`config.mk`:
```
export PLATFORM = sky130hd
export DESIGN_NAME = result_accumulator
export DESIGN_NICKNAME = d
export VERILOG_FILES = /design/src/rtl/result_accumulator.sv
export SDC_FILE = /design/constraint.sdc
export NUM_CORES = 2
export LEC_CHECK = 0
export ABC_AREA = 1
export CAP_MARGIN = 25
export CORE_ASPECT_RATIO = 0.6
export CORE_MARGIN = 5
export CORE_UTILIZATION = 49
export CTS_CLUSTER_SIZE = 12
export DETAILED_ROUTE_END_ITERATION = 8
export HOLD_SLACK_MARGIN = 0.15
export PLACE_DENSITY_LB_ADDON = 0.3
export REMOVE_ABC_BUFFERS = 1
export SLEW_MARGIN = 20
export SYNTH_ARGS = -nofsm -noshare
export SYNTH_HDL_FRONTEND = slang
export SYNTH_SLANG_ARGS = --single-unit
```
`constraint.sdc`:
```
create_clock -name clk -period 5.7 [get_ports clk]
set_input_delay 1.14 -clock clk [delete_from_list [all_inputs] [get_ports clk]]
set_output_delay 1.14 -clock clk [all_outputs]
set_load 0.01 [all_outputs]
```
`src/rtl/result_accumulator.sv`:
```
// Output-stationary row accumulator for a systolic array: sums deskewed partial-sum
// rows into a tile buffer with saturation, then drains the tile row by row with optional ReLU.
module result_accumulator #(
  parameter int MATRIX_SIZE    = 8,
  parameter int PARTIAL_SUM_BW = 20,
  parameter int ACC_BW         = 24,
  parameter int ACC_DEPTH      = 8
) (
  input  logic                               clk,
  input  logic                               rstn,
  input  logic                               in_valid,
  input  logic [PARTIAL_SUM_BW*MATRIX_SIZE-1:0] in_data,
  input  logic                               tile_first,
  input  logic                               tile_last,
  input  logic                               relu_en,
  output logic                               in_ready,
  output logic                               out_valid,
  input  logic                               out_ready,
  output logic [ACC_BW*MATRIX_SIZE-1:0]      out_data,
  output logic                               sat_flag,
  output logic                               drop_err
);

  localparam int PTR_W = (ACC_DEPTH > 1) ? $clog2(ACC_DEPTH) : 1;
  localparam logic [PTR_W-1:0] LAST_PTR = PTR_W'(ACC_DEPTH - 1);

  typedef enum logic {ACCUM = 1'b0, DRAIN = 1'b1} state_t;

  state_t state, state_nxt;

  logic [PTR_W-1:0]          wr_ptr;
  logic [PTR_W-1:0]          rd_ptr;
  logic                      first_q;
  logic                      last_q;
  logic signed [ACC_BW-1:0]  buf_mem [ACC_DEPTH][MATRIX_SIZE];

  logic                      accept;
  logic                      eff_first;
  logic                      eff_last;
  logic signed [ACC_BW-1:0]  lane_ext [MATRIX_SIZE];
  logic signed [ACC_BW:0]    lane_sum [MATRIX_SIZE];
  logic signed [ACC_BW-1:0]  upd_row  [MATRIX_SIZE];
  logic [MATRIX_SIZE-1:0]    upd_sat;

  // Clamp a one-bit-wider sum back into the ACC_BW two's-complement range.
  function automatic logic signed [ACC_BW-1:0] saturate(input logic signed [ACC_BW:0] x);
    if (x[ACC_BW] != x[ACC_BW-1])
      return x[ACC_BW] ? {1'b1, {(ACC_BW-1){1'b0}}} : {1'b0, {(ACC_BW-1){1'b1}}};
    else
      return x[ACC_BW-1:0];
  endfunction

  function automatic logic is_ovf(input logic signed [ACC_BW:0] x);
    return x[ACC_BW] != x[ACC_BW-1];
  endfunction

  function automatic logic signed [ACC_BW-1:0] relu(input logic signed [ACC_BW-1:0] x,
                                                    input logic en);
    return (en && x[ACC_BW-1]) ? '0 : x;
  endfunction

  assign accept = in_valid && (state == ACCUM);

  // Tile flags are live on row 0 and come from the registered copy afterwards.
  always_comb begin
    eff_first = (wr_ptr == '0) ? tile_first : first_q;
    eff_last  = (wr_ptr == '0) ? tile_last  : last_q;
  end

  always_comb begin
    upd_sat = '0;
    for (int l = 0; l < MATRIX_SIZE; l++) begin
      lane_ext[l] = {{(ACC_BW-PARTIAL_SUM_BW){in_data[l*PARTIAL_SUM_BW + PARTIAL_SUM_BW-1]}},
                     in_data[l*PARTIAL_SUM_BW +: PARTIAL_SUM_BW]};
      lane_sum[l] = {buf_mem[wr_ptr][l][ACC_BW-1], buf_mem[wr_ptr][l]}
                  + {lane_ext[l][ACC_BW-1], lane_ext[l]};
      if (eff_first) begin
        upd_row[l] = lane_ext[l];
        upd_sat[l] = 1'b0;
      end else begin
        upd_row[l] = saturate(lane_sum[l]);
        upd_sat[l] = is_ovf(lane_sum[l]);
      end
    end
  end

  always_ff @(posedge clk or negedge rstn) begin
    if (!rstn) state <= ACCUM;
    else       state <= state_nxt;
  end

  always_comb begin
    state_nxt = state;
    case (state)
      ACCUM: if (accept && (wr_ptr == LAST_PTR) && eff_last) state_nxt = DRAIN;
      DRAIN: if (out_ready && (rd_ptr == LAST_PTR))          state_nxt = ACCUM;
      default: state_nxt = ACCUM;
    endcase
  end

  always_comb begin
    in_ready  = (state == ACCUM);
    out_valid = (state == DRAIN);
    for (int l = 0; l < MATRIX_SIZE; l++)
      out_data[l*ACC_BW +: ACC_BW] = relu(buf_mem[rd_ptr][l], relu_en);
  end

  // Reset clears the buffer too, so an abandoned tile cannot leak into the next one.
  always_ff @(posedge clk or negedge rstn) begin
    if (!rstn) begin
      wr_ptr   <= '0;
      rd_ptr   <= '0;
      first_q  <= 1'b0;
      last_q   <= 1'b0;
      sat_flag <= 1'b0;
      drop_err <= 1'b0;
      for (int d = 0; d < ACC_DEPTH; d++)
        for (int l = 0; l < MATRIX_SIZE; l++)
          buf_mem[d][l] <= '0;
    end else begin
      drop_err <= in_valid && (state == DRAIN);
      if (accept) begin
        for (int l = 0; l < MATRIX_SIZE; l++)
          buf_mem[wr_ptr][l] <= upd_row[l];
        wr_ptr <= (wr_ptr == LAST_PTR) ? '0 : wr_ptr + PTR_W'(1);
        if (wr_ptr == '0) begin
          first_q <= tile_first;
          last_q  <= tile_last;
        end
        if (|upd_sat) sat_flag <= 1'b1;
      end
      if ((state == DRAIN) && out_ready)
        rd_ptr <= (rd_ptr == LAST_PTR) ? '0 : rd_ptr + PTR_W'(1);
    end
  end

endmodule

```
==> run metrics <==
status=complete, but fails checks; Initial Util=0.4937; H-tree levels=4; GRT Total Usage=0.3668; Worst Path Arrival=4470 ps; Max Clock Skew=65.27 ps; vias per cell=6.317; core area=190,800 µm²; Hold Crit Class=in -> async; Num CTS Buffers=166; post-synthesis cell count=13,110; Critical Path Fanout Max=51; row count=124; most frequent cells in the layout=3,370 x nand2_1, 1,677 x o21ai_0, 1,543 x dfrtp_1; leading cell type in the layout, fill and taps excluded=nand2_1; max_slew headroom=0.2293; antenna violations before repair=10; Fmax=178.2 MHz; Fin. Hold Viols=0; Final Max Tran Viols=0; input/output buffers=362; Chip Width=576.1 µm; routed len/inst=24.64 µm; Yosys reg bits=1,547; Mapped Area=94,220 µm²; first-pass GRT wire length=575,400 µm; Primary FF master, synth=dfrtp_1; number of maximum-capacitance violations=0; final setup fails=0; share of the synthesized area in the top cell type=0.4109; number of global-route vias before repair=92,230; Core Util, Final=0.5489; die area=201,400 µm²; Post-synth ARST share=1.000; Final period util=0.9846; clock slew at reported path FFs=70 ps; post-route cell area=104,800 µm²; TritonRoute pass-1 iters=9; EDFF count, synth=0; RSZ-0062 raised after global routing=no; Max Root-Sink Buffers=4; Yosys warning count=0; drt drc=3; Placer Congestion=0.9887; Critical Path Start Type=flop; Clock Sinks=1,547; Post-DP HPWL=237,900 µm; failing checks=DRC; area leader, netlist=dfrtp_1; kind of critical path=reg -> out; layout cell share with drive strength beyond 1=0.05357; Worst Max-Slew Pin Slew=1156 ps; fin nets=13,310; synth top area cells=dfrtp_1 41%, nand2_1 13%, o21ai_0 8.9%, inv_1 5.0%, nand3_1 4.9%; syn_area_per_cell=7.189 µm²; # IOs=363; Die Span Y=349.7 µm; gr ovfl total=0; P&R area growth vs syn=11.18%; via count=98,170; Initial DRC Count=14,630; worst path required time=4560 ps; count of cell types in the netlist=55; largest net degree at the start of global routing=170; total negative setup slack=0 ps; sequential fraction of the synthesis area=0.4109; Routed WL=382,900 µm; Setup crit end kind=output pin; Clock Tree Root=clkbuf_16; placed inst area=99,810 µm²; clk_lat worst skew=850 ps; CTS tree=built; fin crit period=5612 ps; antenna-violating nets left=0
-- worst max-delay path, cell delays in order (launching register included) --
cell             delay [ps]
dfrtp_4                 890
inv_8                   360
o21ai_0                 200
o22ai_1                 110
nand2_1                 100
nand2_1                  70
nand2_1                 540
buf_4                   400
o211ai_1                170
inv_1                   180
clkdlybuf4s50_1         570
-- timing repair --
action	CTS	global route
buffers inserted	0	1
resized for setup	0	5
hold buffers	0	0
setup endpoints to repair	0	24
-- stage by stage --
stage | hold WS, ps | instances | worst slack (ps)
floorplan | 449.2 | 12200 | -42160
global route | 423.0 | 15540 | 56.65
CTS | 379.2 | 15530 | 29.21
finish | 319.3 | 15540 | 87.91
detailed placement | 465.8 | 15290 | 435.7
global placement | 464.5 | 15290 | 636.1
-- synthesized netlist by cell type, drive strengths merged, types with 88 or more instances --
cell	count
a21oi	873
a221oi	207
a22oi	213
buf	252
clkbuf	657
dfrtp	1547
ha	197
inv	1290
nand2	3401
nand3	921
nor2	730
o2111ai	99
o21ai	1997
o22ai	174
or2	88
-- area by class of cell --
cell class,count,area [µm²]
clock buffers,225,4617
fillers,17990,86080
inverters,1290,4959
well taps,2520,3153
clock inverters,20,249.0
multi-input cells,9359,47170
diodes,9,22.52
repair buffers,571,5856
flip-flops and latches,1547,38720
-- registers in the layout, indices dropped and copies added, names as in the netlist --
| signal | flops |
|---|---|
| rd_ptr | 3 |
| out_valid | 1 |
| buf_mem | 1536 |
| sat_flag | 1 |
| drop_err | 1 |
| last_q | 1 |
| first_q | 1 |
| wr_ptr | 3 |
-- cells by family after synthesis --
group,after synthesis,synth area share
simple gates,5255,0.2288
compound gates,3751,0.2293
buf+inv,2199,0.08943
flops,1547,0.4109
fa+ha+maj,205,0.02786
xor+xnor,144,0.01339
mux,4,0.0004250
-- per-layer routing --
metal / wire [µm] / part of all wire / vias to the layer above / global-route usage
met4: 17810 / 0.047 / 6 / 0.1467
met5: 34 / 0.000089 / - / 0
met1: 153900 / 0.40 / 46280 / 0.5224
met3: 56410 / 0.15 / 1208 / 0.1088
met2: 154700 / 0.40 / 7224 / 0.5226
li1: - / - / 43450 / -
-- final timing paths --
| path | startpoint | endpoint | slack [ps] | cells past startpoint |
|---|---|---|---|---|
| worst min-delay path | rstn | buf_mem[105]$_DFFE_PN0P_ | 320 | 1 |
| worst max-delay path | rd_ptr[1]$_DFFE_PN0P_ | out_data[65] | 90 | 10 |
| worst max register to register | wr_ptr[2]$_DFFE_PN0P_ | buf_mem[1065]$_DFFE_PN0P_ | 400 | 21 |
| min in group clk | buf_mem[497]$_DFFE_PN0P_ | buf_mem[497]$_DFFE_PN0P_ | 480 | 2 |
| max in group asynchronous | rstn | buf_mem[964]$_DFFE_PN0P_ | 3720 | 2 |
| worst min register to register | buf_mem[497]$_DFFE_PN0P_ | buf_mem[497]$_DFFE_PN0P_ | 480 | 2 |
Power is not shown: default switching activity piles up to over one toggle a cycle in this logic, so the estimate is an artifact.
